File: src/rtl/wb_queue_if.sv
// Write-back queue port bundle: EX offer, register-file write port and two ID lookups.
// The master side drives offers, acks and lookup addresses; the slave side is the queue.
interface wb_queue_if #(
   parameter int DEPTH = 4
);
   localparam int CW = $clog2(DEPTH) + 1;

   logic          valid_i;
   logic [4:0]    wd_i;
   logic          wreg_i;
   logic [31:0]   wdata_i;
   logic          ready_o;
   logic          we_o;
   logic [4:0]    waddr_o;
   logic [31:0]   wdata_o;
   logic          wb_ack_i;
   logic [4:0]    raddr1_i;
   logic [4:0]    raddr2_i;
   logic          hit1_o;
   logic          hit2_o;
   logic [31:0]   rdata1_o;
   logic [31:0]   rdata2_o;
   logic [CW-1:0] count_o;

   // Handshakes: an offer completes on a rising edge with valid_i && ready_o;
   // a head write completes on a rising edge with we_o && wb_ack_i.
   modport master (
      output valid_i, wd_i, wreg_i, wdata_i, wb_ack_i, raddr1_i, raddr2_i,
      input  ready_o, we_o, waddr_o, wdata_o, hit1_o, hit2_o, rdata1_o, rdata2_o, count_o
   );

   modport slave (
      input  valid_i, wd_i, wreg_i, wdata_i, wb_ack_i, raddr1_i, raddr2_i,
      output ready_o, we_o, waddr_o, wdata_o, hit1_o, hit2_o, rdata1_o, rdata2_o, count_o
   );
endinterface

File: src/rtl/wb_queue.sv
// Circular write-back queue between EX and the register file, with two
// combinational forwarding lookups that return the youngest matching entry.
module wb_queue #(
   parameter int DEPTH = 4
) (
   input  logic        clk,
   input  logic        rst,
   wb_queue_if.slave   q
);
   localparam int AW = $clog2(DEPTH);
   localparam int CW = AW + 1;

   logic [4:0]    addr_mem [DEPTH];
   logic [31:0]   data_mem [DEPTH];
   logic [AW-1:0] wr_ptr;
   logic [AW-1:0] rd_ptr;
   logic [CW-1:0] count;

   logic ready;
   logic accept;
   logic push;
   logic pop;

   // ready depends only on stored occupancy, so a same-cycle pop never frees a slot.
   assign ready  = (count < CW'(DEPTH));
   assign accept = q.valid_i && ready;
   assign push   = accept && q.wreg_i && (q.wd_i != 5'd0);
   assign pop    = (count != '0) && q.wb_ack_i;

   always_ff @(posedge clk) begin
      if (push) begin
         addr_mem[wr_ptr] <= q.wd_i;
         data_mem[wr_ptr] <= q.wdata_i;
      end
   end

   always_ff @(posedge clk or posedge rst) begin
      if (rst) begin
         wr_ptr <= '0;
         rd_ptr <= '0;
         count  <= '0;
      end else begin
         if (push) wr_ptr <= wr_ptr + 1'b1;
         if (pop)  rd_ptr <= rd_ptr + 1'b1;
         case ({push, pop})
            2'b10:   count <= count + 1'b1;
            2'b01:   count <= count - 1'b1;
            default: count <= count;
         endcase
      end
   end

   assign q.ready_o = ready;
   assign q.count_o = count;
   assign q.we_o    = (count != '0);
   assign q.waddr_o = (count != '0) ? addr_mem[rd_ptr] : 5'd0;
   assign q.wdata_o = (count != '0) ? data_mem[rd_ptr] : 32'd0;

   logic [AW-1:0] idx;
   logic          hit1;
   logic          hit2;
   logic [31:0]   rdata1;
   logic [31:0]   rdata2;

   // Walk from head (oldest) to tail so later matches overwrite earlier ones.
   always_comb begin
      idx    = '0;
      hit1   = 1'b0;
      hit2   = 1'b0;
      rdata1 = 32'd0;
      rdata2 = 32'd0;
      for (int i = 0; i < DEPTH; i++) begin
         idx = rd_ptr + AW'(i);
         if (CW'(i) < count) begin
            if ((q.raddr1_i != 5'd0) && (addr_mem[idx] == q.raddr1_i)) begin
               hit1   = 1'b1;
               rdata1 = data_mem[idx];
            end
            if ((q.raddr2_i != 5'd0) && (addr_mem[idx] == q.raddr2_i)) begin
               hit2   = 1'b1;
               rdata2 = data_mem[idx];
            end
         end
      end
   end

   assign q.hit1_o   = hit1;
   assign q.hit2_o   = hit2;
   assign q.rdata1_o = rdata1;
   assign q.rdata2_o = rdata2;
endmodule
File: src/flat_wrapper.sv
// flat-port wrapper written by rule: the top's interface ports become plain ports
module wb_queue_flat 
#(
   parameter int DEPTH = 4
)
  (clk, rst, q_valid_i, q_wd_i, q_wreg_i, q_wdata_i, q_wb_ack_i, q_raddr1_i, q_raddr2_i, q_ready_o, q_we_o, q_waddr_o, q_wdata_o, q_hit1_o, q_hit2_o, q_rdata1_o, q_rdata2_o, q_count_o);
  wb_queue_if #(.DEPTH(DEPTH)) q_i ();
  input  logic clk;
  input  logic rst;
  input wire logic [$bits(q_i.valid_i)-1:0] q_valid_i;
  input wire logic [$bits(q_i.wd_i)-1:0] q_wd_i;
  input wire logic [$bits(q_i.wreg_i)-1:0] q_wreg_i;
  input wire logic [$bits(q_i.wdata_i)-1:0] q_wdata_i;
  input wire logic [$bits(q_i.wb_ack_i)-1:0] q_wb_ack_i;
  input wire logic [$bits(q_i.raddr1_i)-1:0] q_raddr1_i;
  input wire logic [$bits(q_i.raddr2_i)-1:0] q_raddr2_i;
  output wire logic [$bits(q_i.ready_o)-1:0] q_ready_o;
  output wire logic [$bits(q_i.we_o)-1:0] q_we_o;
  output wire logic [$bits(q_i.waddr_o)-1:0] q_waddr_o;
  output wire logic [$bits(q_i.wdata_o)-1:0] q_wdata_o;
  output wire logic [$bits(q_i.hit1_o)-1:0] q_hit1_o;
  output wire logic [$bits(q_i.hit2_o)-1:0] q_hit2_o;
  output wire logic [$bits(q_i.rdata1_o)-1:0] q_rdata1_o;
  output wire logic [$bits(q_i.rdata2_o)-1:0] q_rdata2_o;
  output wire logic [$bits(q_i.count_o)-1:0] q_count_o;
  assign q_i.valid_i = q_valid_i;
  assign q_i.wd_i = q_wd_i;
  assign q_i.wreg_i = q_wreg_i;
  assign q_i.wdata_i = q_wdata_i;
  assign q_i.wb_ack_i = q_wb_ack_i;
  assign q_i.raddr1_i = q_raddr1_i;
  assign q_i.raddr2_i = q_raddr2_i;
  assign q_ready_o = q_i.ready_o;
  assign q_we_o = q_i.we_o;
  assign q_waddr_o = q_i.waddr_o;
  assign q_wdata_o = q_i.wdata_o;
  assign q_hit1_o = q_i.hit1_o;
  assign q_hit2_o = q_i.hit2_o;
  assign q_rdata1_o = q_i.rdata1_o;
  assign q_rdata2_o = q_i.rdata2_o;
  assign q_count_o = q_i.count_o;
  wb_queue #(.DEPTH(DEPTH)) u_core (.clk(clk), .rst(rst), .q(q_i));
endmodule
File: config.mk
export PLATFORM = sky130hd
export DESIGN_NAME = wb_queue_flat
export DESIGN_NICKNAME = d
export VERILOG_FILES = /design/src/rtl/wb_queue_if.sv /design/src/rtl/wb_queue.sv /design/src/flat_wrapper.sv
export SDC_FILE = /design/constraint.sdc
export NUM_CORES = 1
export LEC_CHECK = 0
export BUFFER_PORTS_ARGS = -buffer_cell sky130_fd_sc_hd__buf_2
export CAP_MARGIN = 20
export CELL_PAD_IN_SITES_DETAIL_PLACEMENT = 0
export CELL_PAD_IN_SITES_GLOBAL_PLACEMENT = 2
export CORE_ASPECT_RATIO = 0.8
export CORE_MARGIN = 5
export CORE_UTILIZATION = 39
export DETAILED_ROUTE_END_ITERATION = 10
export PLACE_DENSITY_LB_ADDON = 0.1
export SYNTH_ARGS = -nofsm -noshare
export SYNTH_HDL_FRONTEND = slang
export SYNTH_SLANG_ARGS = --single-unit
File: constraint.sdc
create_clock -name clk -period 4.4 [get_ports clk]
set_clock_uncertainty 0.1 [all_clocks]
set_input_delay 0.88 -clock clk [delete_from_list [all_inputs] [get_ports clk]]
set_output_delay 0.88 -clock clk [all_outputs]
set_load 0.02 [all_outputs]
==> results.yml, run 1 <==
outcome:
  status: "complete, no violations"
critical_path:
  crit_arrival_ps: 3330
  critPathKind: "register to output pin"
  worstPathRequired_ps: 3420
  start_kind: "register"
  cp-end-kind: "output pin"
  r2r_setup_slack_ps: 1640
  cp_max_fo: 8
sta:
  fmax_ghz: 0.232
  period_minus_slack_ps: 4310
  rsz0062_at_grt: "true"
  worstMarginPinSlew_ps: 918
  slew_headroom: 0.388
  slew_viol_final: 0
  fin_crit_sh: 0.979
  hold_violations: 0
  finalSetupViolations: 0
route:
  first_pass_iters: 5
  ant_nets: 0
  routed_wl_um: 39500
  num_vias: 9584
  routed_via_density: 5.86
  wl_per_cell_um: 24.2
  drt_iter0_markers: 580
  drc_errors: 0
die:
  rows: 57
  die_h_um: 167
  dieArea_um2: 34600
  io_pins: 160
  core_um2: 30500
  start_util: 0.397
  die_w_um: 207
pwr:
  seq_power_share: 0.194
  clkPwrFrac: 0.142
  power_density_nw_per_um2: 670
  p_leak_uw: 0.00542
  p_sw_frac: 0.479
  combPwrFrac: 0.664
  ir_worst_vdd_mv: 0.331
  power.switching_uw: 4640
  p_int_uw: 5040
cells_and_area:
  fin_nets: 1267
  drive_gt1_frac: 0.339
  area_growth_pct: 19.5
  final_area_um2: 14400
  final_util: 0.474
global_route:
  grt-ovfl-total: 0
  grt_max_degree: 58
  grt_pass1_wl_um: 59700
  grt_use_total: 0.227
  grt_pass1_vias: 9377
  antenna_found_initial: 3
cts:
  cts_tree: "done"
  htree_levels: 4
  root_buffer: "clkbuf_16"
  cts_buffers: 17
  clkSinkCount: 155
  clock_latency_ps: 440
  ctsLongestPathBuffers: 2
  clk_pin_slew_ps: 70
hold_path:
  min_path_type: "input port to asynchronous set/reset pin"
synth:
  avgSynthCellArea_um2: 11.3
  yosysWarnings: 0
  ys_types: 56
  synth-edff-count: 148
  syn_inst: 1069
  syn_area_um2: 12100
  synth_flop_cell: "edfxtp_1"
  syn-num-nets: 1130
  postSynth.asyncResetShare: 0.0452
  ys_ff_latch: 155
  yosysSeqAreaShare: 0.382
placement:
  place.gp.congestion: 0.857
  dpl.hpwl_um: 26300
  place_area_um2: 13400
  portBuffers: 159
run:
  cap_violations: 0
==> per-layer routing <==
metal / vias up / GRT usage / share of wire
met3: 31 / 0.0348 / 0.051
met2: 251 / 0.360 / 0.47
met1: 4820 / 0.331 / 0.47
li1: 4480 / - / -
met4: 2 / 0.0445 / 0.011
met5: - / 0 / 0.00033
==> critical path, stage by stage, from the launching register on <==
cell and delay (ps):
dfrtp_4 480, mux4_2 550, or3_1 320, a211o_1 310, a311oi_4 230, buf_6 190
clkbuf_16 210, a221oi_2 90, o31ai_2 280, buf_2 220
==> registers in the layout, summed over array words and instances, names as in the netlist <==
name              cells
u_core.q.count_o      3
u_core.wr_ptr         2
u_core.addr_mem      20
u_core.rd_ptr         2
u_core.data_mem     128
==> logic make-up (layout without fill, tap and decap cells) <==
kind of cell	count (synthesis)	after routing	share of synthesized area
AOI/OAI and AO/OA	249	249	0.181
xor gates and xnor gates	46	46	0.0333
adders and majority gates	9	9	0.00932
buffers and inverters	119	269	0.0464
DFF	155	155	0.382
muxes	213	213	0.216
other	0	3	0
and+or+nand+nor	278	278	0.132
==> final timing paths <==
path | start | endpoint | depth (start not counted)
min | rst | u_core.q.count_o[1] | 2
min in group clk | u_core.q.count_o[1] | u_core.q.count_o[1] | 2
max | u_core.rd_ptr[0] | q_rdata2_o[26] | 9
min reg2reg | u_core.q.count_o[1] | u_core.q.count_o[1] | 2
max reg2reg | u_core.q.count_o[2] | u_core.addr_mem[0][4] | 4
max in group asynchronous | rst | u_core.rd_ptr[0] | 2
==> timing repair <==
| item | in CTS | in global routing |
|---|---|---|
| gates resized for setup | 18 | 28 |
| gates cloned | 1 | 1 |
| pin swaps | 2 | 6 |
| endpoints found under the setup margin | 66 | 61 |
| hold buffers | 0 | 0 |
| setup buffers | 12 | 9 |
==> power by group through the flow <==
stage               logic (uW)  clock network (uW)  registers (uW)
floorplan                 4430                   0            1870
global placement          6110                   0            1920
detailed placement        6110                   0            1930
CTS                       6270                1400            1880
global route              6900                1450            1890
finish                    6430                1370            1880
==> final cells by class <==
cell class | instances | area, um^2
Clock inverter | 11 | 72.6
Antenna cell | 3 | 7.51
Sequential cell | 155 | 4630
Tap cell | 413 | 517
Multi-Input combinational cell | 795 | 7120
Clock buffer | 21 | 460
Timing Repair Buffer | 228 | 1600
Inverter | 9 | 35.0
Fill cell | 2871 | 16000
==> stage by stage <==
step / power (uW) / hold slack (ps) / setup WS, ps / instances / TNS (ps)
2_1_floorplan: 6300 / 480 / 423 / 1069 / 0
3_3_place_gp: 8030 / 513 / 266 / 1577 / 0
3_5_place_dp: 8030 / 523 / 252 / 1577 / 0
4_1_cts: 9550 / 276 / -0.0986 / 1622 / -0.0986
5_1_grt: 10200 / 306 / -25.3 / 1634 / -84.0
6_report: 9680 / 287 / 92.6 / 1635 / 0
==> cell usage in the layout (no fill, tap or decap), types with 27 or more instances in the layout <==
master and instances:
a211oi_1 32, a21oi_1 67, and2_1 40, buf_2 151, buf_4 49, edfxtp_1 148
mux2i_1 147, mux4_2 35, nand2_1 39, nand3b_1 31, nor2_1 69, nor2b_1 35
o31ai_2 30, xnor2_1 27
==> synthesized netlist by cell type (11+ instances only) <==
library cell	count	area share
xnor2_1	29	0.021
o31ai_2	30	0.031
a21oi_1	68	0.028
nand4_1	18	0.0093
mux2_2	21	0.020
xor2_1	17	0.012
nor2b_1	35	0.018
nor2_1	69	0.021
and4_1	15	0.011
a211oi_1	32	0.020
edfxtp_1	148	0.37
nand2_1	40	0.012
mux2i_1	147	0.12
o221a_2	11	0.010
nand3b_1	31	0.019
buf_2	33	0.014
mux4_2	34	0.063
o211ai_1	19	0.012
clkbuf_1	54	0.017
a221oi_2	30	0.037
and2_1	44	0.023
o221a_1	21	0.020
(Power assumes the default switching activity.)
==> run 2: changes to the inputs <==
--- a/config.mk
+++ b/config.mk
@@ -10,8 +10,8 @@
 export CELL_PAD_IN_SITES_DETAIL_PLACEMENT = 0
 export CELL_PAD_IN_SITES_GLOBAL_PLACEMENT = 2
 export CORE_ASPECT_RATIO = 0.8
-export CORE_MARGIN = 5
-export CORE_UTILIZATION = 39
+export CORE_UTILIZATION = 42
+export CTS_CLUSTER_SIZE = 28
 export DETAILED_ROUTE_END_ITERATION = 10
 export PLACE_DENSITY_LB_ADDON = 0.1
 export SYNTH_ARGS = -nofsm -noshare
==> constraint.sdc (replaced) <==
create_clock -name clk -period 5 [get_ports clk]
set_clock_uncertainty 0.1 [all_clocks]
set_input_delay 1 -clock clk [delete_from_list [all_inputs] [get_ports clk]]
set_output_delay 1 -clock clk [all_outputs]
set_load 0.02 [all_outputs]
==> results.yml, run 2 (synthesis gave the netlist of run 1 again) <==
route:
  routed_via_density: 5.99
  routed_wl_um: 36900
  drc_errors: 0
  first_pass_iters: 6
  drt_iter0_markers: 639
  ant_nets: 0
  num_vias: 9316
  wl_per_cell_um: 23.7
global_route:
  grt_pass1_wl_um: 56100
  grt_use_total: 0.255
  grt-ovfl-total: 0
  grt_max_degree: 126
  grt_pass1_vias: 9047
  antenna_found_initial: 2
cells_and_area:
  fin_nets: 1234
  area_growth_pct: 14.1
  antennaDiodeCount: 0
  top_register: "u_core.data_mem"
  fill_cells: 2644
  final_util: 0.488
  largest_register_ffs: 128
  mostFrequentLayoutCells: "buf_2 (159), edfxtp_1 (148), mux2i_1 (147), nor2_1 (69), a21oi_1 (67)"
  drive_gt1_frac: 0.312
  mostFrequentLayoutCell: "buf_2"
sta:
  fmax_ghz: 0.207
  worstMarginPinSlew_ps: 1030
  slew_headroom: 0.315
  slew_viol_final: 0
  tns_ps: 0
  rsz0062_at_grt: "false"
  finalSetupViolations: 0
  fin_crit_sh: 0.966
  hold_violations: 0
  period_minus_slack_ps: 4830
critical_path:
  critPathKind: "register to output pin"
  max_stage_delay_ps: 820
  start_kind: "register"
  cpMaxStageDelayCell: "dfrtp_4"
  cp_num_buf_inv: 2
  crit_arrival_ps: 3730
  crit_family: "compound AO/OA/AOI/OAI gates"
  cp_max_fo: 40
  reg2reg_depth: 4
  worstPathRequired_ps: 3900
  r2r_setup_slack_ps: 2260
  cp-end-kind: "output pin"
  cp_cell_sequence: "mux4_2, or3_1, a211o_1, a311oi_4, buf_12, a221oi_2, o31ai_2, buf_2"
  cp.depth: 8
pwr:
  p_leak_uw: 0.00517
  clkPwrFrac: 0.150
  p_sw_frac: 0.480
  power_density_nw_per_um2: 590
  ir_worst_vdd_mv: 0.410
  seq_power_share: 0.212
  p_int_uw: 4230
  power.switching_uw: 3900
  combPwrFrac: 0.638
cts:
  clk_pin_slew_ps: 70
  cts.hold.buffers_added: 0
  clock_latency_ps: 430
  cts_buffers: 17
  cts_resized: 0
  cts_setup_buffers: 0
  htree_levels: 4
  ctsLongestPathBuffers: 2
  cts_tree: "done"
  clkSinkCount: 155
  root_buffer: "clkbuf_16"
placement:
  portBuffers: 159
  place.gp.congestion: 0.812
  dpl.hpwl_um: 23800
hold_path:
  min_path_type: "input port to asynchronous set/reset pin"
die:
  io_pins: 160
  core_um2: 28300
  die_w_um: 192
  rows: 55
  start_util: 0.427
  die_h_um: 154
  dieArea_um2: 29500
outcome:
  status: "complete, no violations"
run:
  cap_violations: 0
-- run 2: cell count changes in the layout (fill, tap and decap cells not counted), moves of 3 or more --
cell,change
clkinv_2,-4
buf_2,+8
buf_6,-10
clkinvlp_4,+3
diode_2,-3
a221oi_2,+9
buf_4,-22
a221oi_4,-11
buf_12,-8
-- run 2: final timing paths --
kind	start	to
worst max-delay path	u_core.rd_ptr[1]	q_rdata2_o[31]
worst min-delay path	rst	u_core.q.count_o[1]
worst max register to register	u_core.q.count_o[2]	u_core.data_mem[3][20]
worst min register to register	u_core.q.count_o[1]	u_core.q.count_o[1]
max in group asynchronous	rst	u_core.rd_ptr[0]
min in group clk	u_core.q.count_o[1]	u_core.q.count_o[1]
-- run 2: worst reg2reg max path, stage by stage (launching register included) --
cell	delay (ps)
dfrtp_1	460
inv_1	250
o2111a_1	460
and2_2	620
buf_4	480
-- run 2: power groups by stage --
| stage | logic, uW | clock network, uW | registers, uW |
|---|---|---|---|
| after global placement | 5150 | 0 | 1770 |
| after floorplan | 3900 | 0 | 1640 |
| after CTS | 5160 | 1240 | 1750 |
| final | 5190 | 1220 | 1730 |
| after detailed placement | 5150 | 0 | 1770 |
| after global routing | 5580 | 1300 | 1750 |
-- run 2: final cells by class --
cell class / instances / area, um^2 / area share
multi-input cells: 795 / 6960 / 0.505
well taps: 370 / 463 / 0.0336
flip-flops and latches: 155 / 4630 / 0.336
repair buffers: 195 / 1170 / 0.0848
inverters: 9 / 35.0 / 0.00254
clock buffers: 21 / 440 / 0.0319
clock inverters: 10 / 96.3 / 0.00699
-- run 2: routing by layer --
layer  part of all wire  track usage  vias to the layer above
met5            0.00030            0                        -
met4             0.0086       0.0506                        2
met3              0.057       0.0523                       29
met2               0.46        0.398                      278
met1               0.47        0.364                     4621
li1                   -            -                     4386
-- run 2: per-stage QoR --
| stage | cells | cell area, um^2 | hold slack [ps] | total power, uW | setup WS [ps] |
|---|---|---|---|---|---|
| after floorplan | 1069 | 12100 | 480 | 5540 | 783 |
| after global placement | 1522 | 13200 | 511 | 6920 | 485 |
| after detailed placement | 1522 | 13200 | 529 | 6920 | 474 |
| after CTS | 1553 | 13800 | 391 | 8150 | 67.6 |
| after global routing | 1555 | 13800 | 399 | 8630 | 49.5 |
| final | 1555 | 13800 | 394 | 8130 | 168 |
